--- src/rtl/rd_channel.sv ---
// rd_channel -- read-side channel bridge between an AXI-like AR/R master
// interface and a simple synchronous memory port.
//
// Accepted read addresses are queued in a small FIFO. A four-state FSM takes
// the queue head, strobes the memory, optionally re-attempts on memory error,
// and presents one response per address, in acceptance order.
//
// Optional feature (macro RD_CHANNEL_DECERR_EN): addresses at or above
// ADDR_LIMIT are answered directly with DECERR (RRESP 11, RDATA 0) and never
// reach the memory. With the macro undefined every address goes to memory.
//
// Ports
//   clk       in   rising-edge clock
//   resetn    in   asynchronous active-low reset
//   ARVALID   in   master address valid
//   ARADDR    in   [ADDR_WIDTH] read address
//   ARREADY   out  queue can accept an address (not full)
//   RVALID    out  read response valid
//   RDATA     out  [DATA_WIDTH] read data
//   RRESP     out  [2] 00 OKAY, 10 SLVERR, 11 DECERR
//   RREADY    in   master accepts the response
//   REN       out  one-cycle memory read strobe
//   RADDROUT  out  [ADDR_WIDTH] memory read address
//   MEMDATA   in   [DATA_WIDTH] memory data, valid the cycle after REN
//   MEMERR    in   memory error, valid the cycle after REN
module rd_channel #(
  parameter int unsigned ADDR_WIDTH = 5,
  parameter int unsigned DATA_WIDTH = 32,
  parameter int unsigned FIFO_DEPTH = 4,
  parameter int unsigned MAX_RETRY  = 2,
  parameter int unsigned ADDR_LIMIT = 24
) (
  input  logic                  clk,
  input  logic                  resetn,
  input  logic                  ARVALID,
  input  logic [ADDR_WIDTH-1:0] ARADDR,
  output logic                  ARREADY,
  output logic                  RVALID,
  output logic [DATA_WIDTH-1:0] RDATA,
  output logic [1:0]            RRESP,
  input  logic                  RREADY,
  output logic                  REN,
  output logic [ADDR_WIDTH-1:0] RADDROUT,
  input  logic [DATA_WIDTH-1:0] MEMDATA,
  input  logic                  MEMERR
);

  localparam int unsigned PW = $clog2(FIFO_DEPTH);
  // Retry counter is just wide enough to reach MAX_RETRY (min 1 bit).
  localparam int unsigned RW = (MAX_RETRY > 0) ? $clog2(MAX_RETRY + 1) : 1;
  localparam logic [RW-1:0] RETRY_MAX = RW'(MAX_RETRY);
  localparam logic [PW:0]   DEPTH     = (PW+1)'(FIFO_DEPTH);

  typedef enum logic [1:0] {
    IDLE  = 2'd0,
    ISSUE = 2'd1,
    WAIT  = 2'd2,
    RESP  = 2'd3
  } state_t;

  state_t state_q, state_d;

  // Address queue
  logic [ADDR_WIDTH-1:0] mem_q [FIFO_DEPTH];
  logic [PW-1:0]         wr_ptr_q, rd_ptr_q;
  logic [PW:0]           count_q;
  logic                  full, empty, push, pop;
  logic [ADDR_WIDTH-1:0] head;

  logic [RW-1:0]         retry_q;
  logic [DATA_WIDTH-1:0] rdata_q;
  logic [1:0]            rresp_q;
  logic [ADDR_WIDTH-1:0] raddr_q;

  // FSM side-effect strobes
  logic addr_load, mem_load, dec_load, retry_inc, retry_clr;
  logic decerr_en, decerr_hit;

`ifdef RD_CHANNEL_DECERR_EN
  assign decerr_en = 1'b1;
`else
  assign decerr_en = 1'b0;
`endif

  assign full    = (count_q == DEPTH);
  assign empty   = (count_q == '0);
  assign head    = mem_q[rd_ptr_q];
  assign ARREADY = ~full;
  assign RVALID  = (state_q == RESP);
  assign REN     = (state_q == ISSUE);
  assign push    = ARVALID & ARREADY;
  assign pop     = RVALID & RREADY;
  assign RDATA    = rdata_q;
  assign RRESP    = rresp_q;
  assign RADDROUT = raddr_q;

  // Out-of-range decode only matters when the feature is compiled in.
  assign decerr_hit = decerr_en & (32'(head) >= 32'(ADDR_LIMIT));

  // Queue storage carries data only, so it has no reset.
  always_ff @(posedge clk) begin
    if (push) begin
      mem_q[wr_ptr_q] <= ARADDR;
    end
  end

  always_ff @(posedge clk or negedge resetn) begin
    if (!resetn) begin
      wr_ptr_q <= '0;
      rd_ptr_q <= '0;
      count_q  <= '0;
    end else begin
      if (push) wr_ptr_q <= wr_ptr_q + PW'(1);
      if (pop)  rd_ptr_q <= rd_ptr_q + PW'(1);
      // Simultaneous push and pop leaves occupancy unchanged.
      case ({push, pop})
        2'b10:   count_q <= count_q + (PW+1)'(1);
        2'b01:   count_q <= count_q - (PW+1)'(1);
        default: count_q <= count_q;
      endcase
    end
  end

  always_comb begin
    state_d   = state_q;
    addr_load = 1'b0;
    mem_load  = 1'b0;
    dec_load  = 1'b0;
    retry_inc = 1'b0;
    retry_clr = 1'b0;
    case (state_q)
      IDLE: begin
        if (!empty) begin
          if (decerr_hit) begin
            dec_load = 1'b1;
            state_d  = RESP;
          end else begin
            addr_load = 1'b1;
            state_d   = ISSUE;
          end
        end
      end
      ISSUE: begin
        state_d = WAIT;
      end
      WAIT: begin
        // RADDROUT still holds the head, so a retry just re-strobes.
        if (MEMERR && (retry_q < RETRY_MAX)) begin
          retry_inc = 1'b1;
          state_d   = ISSUE;
        end else begin
          mem_load = 1'b1;
          state_d  = RESP;
        end
      end
      RESP: begin
        if (RREADY) begin
          retry_clr = 1'b1;
          state_d   = IDLE;
        end
      end
      default: state_d = IDLE;
    endcase
  end

  always_ff @(posedge clk or negedge resetn) begin
    if (!resetn) begin
      state_q <= IDLE;
      retry_q <= '0;
      rdata_q <= '0;
      rresp_q <= 2'b00;
      raddr_q <= '0;
    end else begin
      state_q <= state_d;
      if (retry_clr)      retry_q <= '0;
      else if (retry_inc) retry_q <= retry_q + RW'(1);
      if (addr_load) raddr_q <= head;
      if (mem_load) begin
        rdata_q <= MEMDATA;
        rresp_q <= MEMERR ? 2'b10 : 2'b00;
      end else if (dec_load) begin
        rdata_q <= '0;
        rresp_q <= 2'b11;
      end
    end
  end

endmodule

--- config.mk ---
export PLATFORM = sky130hd
export DESIGN_NAME = rd_channel
export DESIGN_NICKNAME = d
export VERILOG_FILES = /design/src/rtl/rd_channel.sv
export SDC_FILE = /design/constraint.sdc
export NUM_CORES = 1
export LEC_CHECK = 0
export CAP_MARGIN = 0
export CORE_MARGIN = 3
export CORE_UTILIZATION = 50
export CTS_CLUSTER_DIAMETER = 50
export CTS_CLUSTER_SIZE = 25
export DETAILED_ROUTE_END_ITERATION = 8
export GPL_TIMING_DRIVEN = 0
export MAX_ROUTING_LAYER = met4
export PLACE_DENSITY = 0.92
export SLEW_MARGIN = 40
export SYNTH_ARGS = -nofsm -noshare
export SYNTH_HDL_FRONTEND = slang
export SYNTH_SLANG_ARGS = --single-unit
--- constraint.sdc ---
create_clock -name clk -period 4.6 [get_ports clk]
set_input_delay 0.92 -clock clk [delete_from_list [all_inputs] [get_ports clk]]
set_output_delay 0.92 -clock clk [all_outputs]
set_load 0.1 [all_outputs]
==> results.cfg, run 1 <==
[sta]
fin_crit_ns = 2.492
setup_tns_ns = 0
fmax_mhz = 401.4
finalCritPeriodShare_pct = 54.16
skew_ns = 0.006983
hold_violations = 0
drv_slew = 0
rsz0062_at_grt = no
setup_violations = 0

[finish]
drive_gt1_share_pct = 41.48
area_delta_synth_final_pct = 34.17
antennaDiodeCount = 0
nNetsFinal = 313

[clock_network]
cts_setup_buffers = 0
cts_root_buf = clkbuf_8
worstSkewPairLatency_ns = 0.34
hold_buffers = 0
post_cts_resized = 0
cts.clk_slew.worst_paths_ns = 0.07
clk_path_buf_depth = 2
clock-sinks = 69
cts_tree = done
htreeDepth = 3
cts_buffers = 9

[floorplan]
start_util_pct = 53.23
fp-row-count = 26
die-height_um = 80.90
core_area_um2 = 5270
dieArea_um2 = 6545
die_w_um = 80.90
io_pins = 84

[synthesis]
syn_area_um2 = 2805
ys_seq_elements = 69
yosys_warnings = 0
async_flop_share_pct = 71.01
post-synth-top-area-fraction_pct = 43.71
synth_sequential_area_ratio_pct = 65.12
synth_cell_types = 32
synth-edff-count = 20
synthTopCellsByArea = dfrtp_1, edfxtp_1, mux2_2
synth_flop_cell = dfrtp_1
synthCells = 171
syn_nets = 219
syn-mean-instance-area_um2 = 16.40
synth_top_cell_by_area = dfrtp_1

[global_routing]
antenna_found_initial = 0
grt_pass1_vias = 1634
groute.usage.overall_pct = 16.90
grt.overflow.total = 0
grt_pass1_wl_um = 7803
grt_max_degree = 45

[place]
dp_hpwl_um = 3714
gp_congestion = 0.7300
portBuffers = 82

[worst_setup_path]
required_ns = 3.68
crit_arrival_ns = 1.57
path_cells = or3b_1, buf_2
cp_max_fo = 6
cpPeakStageDelay_ns = 0.47
path_class = reg2out
r2r-end = count_q[1]
reg2reg_slack_ns = 2.39
r2r_cells = 6
crit_path_start_kind = flop
end_kind = output pin
slowest_stage = or3b_1
r2r_start = count_q[0]

[detailed_routing]
postRouteAntennaNets = 0
via_per_inst = 4.982
wl_um = 5090
drt_iter0_drc = 74
firstDrtPassIters = 4
drc = 0
vias = 1694
post_drt_wl_per_cell_um = 14.97

[flow_run]
cap_viol_max_count = 0

[hold_path]
hold_class = in2async

[run_status]
status = finished clean
[per-stage QoR]
step / setup WS (ns) / instances / util [%] / hold slack, ns / cell area (µm²)
floorplan: 1.899 / 171 / - / 0.4549 / 2805
global placement: 1.225 / 323 / 70.47 / 0.4781 / 3714
detailed placement: 1.823 / 324 / 66.90 / 0.4776 / 3526
CTS: 2.090 / 340 / 71.41 / 0.3689 / 3764
global route: 2.029 / 340 / 71.41 / 0.3703 / 3764
finish: 2.108 / 340 / 71.41 / 0.3824 / 3764
[area by class of cell]
cell class | instances | area [µm²]
Timing Repair Buffer | 83 | 633.1
Inverter | 4 | 15.01
Multi-Input combinational cell | 88 | 890.9
Clock buffer | 9 | 123.9
Tap cell | 70 | 87.58
Buffer | 10 | 72.57
Fill cell | 354 | 1506
Clock inverter | 7 | 113.9
Sequential cell | 69 | 1827
[registers in the layout (all words and copies together) (netlist names)]
signal	cells
RADDROUT	5
RDATA	32
RRESP	1
count_q	3
mem_q	20
rd_ptr_q	2
retry_q	2
state_q	2
wr_ptr_q	2
[cells in the final DEF (no fill, tap or decap), types with 2 or more instances in the layout]
master | Yosys | layout
dfrtp_1 | 49 | 49
buf_2 | 3 | 44
clkdlybuf4s50_1 | 0 | 40
mux2_2 | 33 | 33
edfxtp_1 | 20 | 20
clkbuf_8 | 0 | 9
mux2_4 | 6 | 6
and3_1 | 5 | 5
mux4_2 | 5 | 5
nand2_1 | 5 | 5
ha_1 | 5 | 5
inv_1 | 4 | 4
nor2_1 | 4 | 4
xnor2_1 | 4 | 4
buf_4 | 2 | 3
buf_6 | 3 | 3
o21ai_0 | 3 | 3
bufinv_16 | 0 | 3
nand2b_1 | 2 | 2
xor2_1 | 2 | 2
a31oi_1 | 2 | 2
clkinvlp_4 | 0 | 2
[per-layer routing]
metal	up-vias	part of all wire [%]	routed length [µm]	global-route usage, %
met5	-	0	0	-
met4	0	2.5	129	10.64
met3	9	7.9	402	3.880
met2	66	47	2383	24.63
met1	826	43	2173	21.36
li1	793	-	-	-
[kinds of logic (layout without fill, tap and decap cells)]
logic type	Yosys count	after routing	share of synthesized area, %
compound gates	8	8	1.739
xor+xnor	6	6	1.873
fa+ha+maj	6	6	2.944
buf+inv	14	113	3.121
flops	69	69	65.12
mux	44	44	20.47
other cells	1	1	0.1337
simple gates	23	23	4.594
[critical path: cells and delay by family, from the launching register on]
kind / cells / cell delay [ns]
flops: 1 / 0.43
simple gates: 1 / 0.47
buf+inv: 1 / 0.33
[cells in the mapped netlist, types with 2 or more instances]
library cell / n
dfrtp_1: 49
mux2_2: 33
edfxtp_1: 20
mux2_4: 6
and3_1: 5
ha_1: 5
mux4_2: 5
nand2_1: 5
inv_1: 4
nor2_1: 4
xnor2_1: 4
buf_2: 3
buf_6: 3
o21ai_0: 3
a31oi_1: 2
buf_4: 2
nand2b_1: 2
xor2_1: 2
[how the worst max path moves through the flow]
| stage | from | end | slack [ns] | depth (start not counted) |
|---|---|---|---|---|
| floorplan | state_q[0] | REN | 1.90 | 3 |
| global placement | resetn | RDATA[1] | 1.22 | 1 |
| detailed placement | ARVALID | count_q[2] | 1.82 | 8 |
| CTS | count_q[0] | ARREADY | 2.09 | 2 |
| global route | count_q[0] | ARREADY | 2.03 | 2 |
| finish | count_q[0] | ARREADY | 2.11 | 2 |
Power of run 1 is not shown: default switching activity piles up to over one toggle a cycle in this logic, so the estimate is an artifact.
==> run 2: changes to the inputs <==
CORE_UTILIZATION = 47   (was 50)
PLACE_DENSITY = 0.88   (was 0.92)
clock period = 2.6 ns   (was 4.6 ns; I/O delays follow)
==> run 2 against run 1 <==
  * Critical path depth rose by 4
  * Register-to-register slack got worse by 2.0 ns
  * Hold slack worse by 0.32 ns
  * Flip-flop and latch count unchanged
==> results.cfg, run 2 (synthesized netlist as in run 1, its figures left out) <==
[run_status]
status = finished clean

[clock_network]
worstSkewPairLatency_ns = 0.33
clk_path_buf_depth = 2
cts_root_buf = clkbuf_8
htreeDepth = 3
cts.clk_slew.worst_paths_ns = 0.07
hold_buffers = 0
post_cts_resized = 0
cts_buffers = 9
clock-sinks = 69
cts_tree = done
cts_setup_buffers = 0

[global_routing]
grt.overflow.total = 0
groute.usage.overall_pct = 16.20
antenna_found_initial = 0
grt_pass1_wl_um = 8618
grt_max_degree = 30
grt_pass1_vias = 1799

[floorplan]
core_area_um2 = 5642
io_pins = 84
start_util_pct = 49.72
die_w_um = 83.26
dieArea_um2 = 6931
die-height_um = 83.26
fp-row-count = 27

[worst_setup_path]
r2r-end = count_q[1]
path_class = reg2reg
r2r_start = count_q[0]
cp_max_fo = 6
slowest_stage = or3b_2
crit_arrival_ns = 2.45
end_kind = flop
crit_path_start_kind = flop
path_cells = or3b_2, and2_4, inv_1, ha_1, fa_1, mux2_2
r2r_cells = 6
cpPeakStageDelay_ns = 0.55
reg2reg_slack_ns = 0.37
crit_family = simple AND/OR/NAND/NOR gates
required_ns = 2.81
path_buf_inv = 1
cp_num_cells = 6

[hold_path]
hold_class = in2async

[sta]
finalCritPeriodShare_pct = 85.95
skew_ns = 0.005058
fmax_mhz = 447.5
setup_violations = 0
setup_tns_ns = 0
rsz0062_at_grt = no
drv_slew = 0
hold_violations = 0
fin_crit_ns = 2.235

[detailed_routing]
drt_iter0_drc = 23
wl_um = 4963
firstDrtPassIters = 4
postRouteAntennaNets = 0
drc = 0
post_drt_wl_per_cell_um = 14.51
via_per_inst = 4.865
vias = 1664

[finish]
area_delta_synth_final_pct = 33.94
final_common_cell = dfrtp_1
fillers = 415
antennaDiodeCount = 0
nNetsFinal = 313
largest_reg_flops = 32
drive_gt1_share_pct = 40.74
final_cell_mix = dfrtp_1, buf_2, clkdlybuf4s50_1

[place]
dp_hpwl_um = 3665
portBuffers = 82
gp_congestion = 0.7143

[flow_run]
cap_viol_max_count = 0
==> run 2: cell types whose count changed in the layout (fill, tap and decap cells not counted) <==
| cell | previous run | this run |
|---|---|---|
| clkbuf_1 | 0 | 1 |
| or3b_1 | 1 | 0 |
| or3b_2 | 0 | 1 |
| clkinv_1 | 1 | 3 |
| clkinv_2 | 1 | 0 |
| clkinvlp_4 | 2 | 0 |
==> run 2: final cells by class <==
class / count / area, µm² / area share (%)
Clock inverter: 6 / 101.3 / 2.697
Buffer: 10 / 72.57 / 1.931
Tap cell: 72 / 90.09 / 2.398
Multi-Input combinational cell: 88 / 890.9 / 23.71
Inverter: 4 / 15.01 / 0.3996
Timing Repair Buffer: 83 / 633.1 / 16.85
Sequential cell: 69 / 1827 / 48.62
Clock buffer: 10 / 127.6 / 3.397
==> run 2: metal layers <==
| metal | vias up | global-route usage, % | wire [µm] |
|---|---|---|---|
| li1 | 793 | - | - |
| met4 | 0 | 5.349 | 36 |
| met3 | 4 | 5.357 | 373 |
| met1 | 809 | 20.01 | 2135 |
| met5 | - | - | 0 |
| met2 | 58 | 25.29 | 2418 |
==> run 2: worst register-to-register path, cell delays in order (launching register included) <==
cell and delay (ns):
dfrtp_1 0.43, or3b_2 0.55, and2_4 0.21, inv_1 0.05
ha_1 0.19, fa_1 0.42, mux2_2 0.27
==> run 2: worst max-delay path by stage <==
stage,start,endpoint,slack [ns]
2_1_floorplan,count_q[0],count_q[1],0.12
3_3_place_gp,resetn,RDATA[21],-0.45
3_5_place_dp,ARVALID,count_q[2],0.25
4_1_cts,count_q[0],count_q[1],0.36
5_1_grt,count_q[0],count_q[1],0.24
6_report,count_q[0],count_q[1],0.37
==> run 2: stage by stage <==
| step | instances | utilization, % | hold WS, ns | area (µm²) | setup WS [ns] |
|---|---|---|---|---|---|
| after detailed placement | 326 | 62.54 | 0.4259 | 3528 | 0.2489 |
| after CTS | 342 | 66.60 | 0.06645 | 3757 | 0.3577 |
| after floorplan | 171 | - | 0.2244 | 2805 | 0.1216 |
| final | 342 | 66.60 | 0.06490 | 3757 | 0.3652 |
| after global routing | 342 | 66.60 | 0.06179 | 3757 | 0.2439 |
| after global placement | 325 | 65.87 | 0.4871 | 3716 | -0.4469 |
Power of run 2 is left out for the same reason.
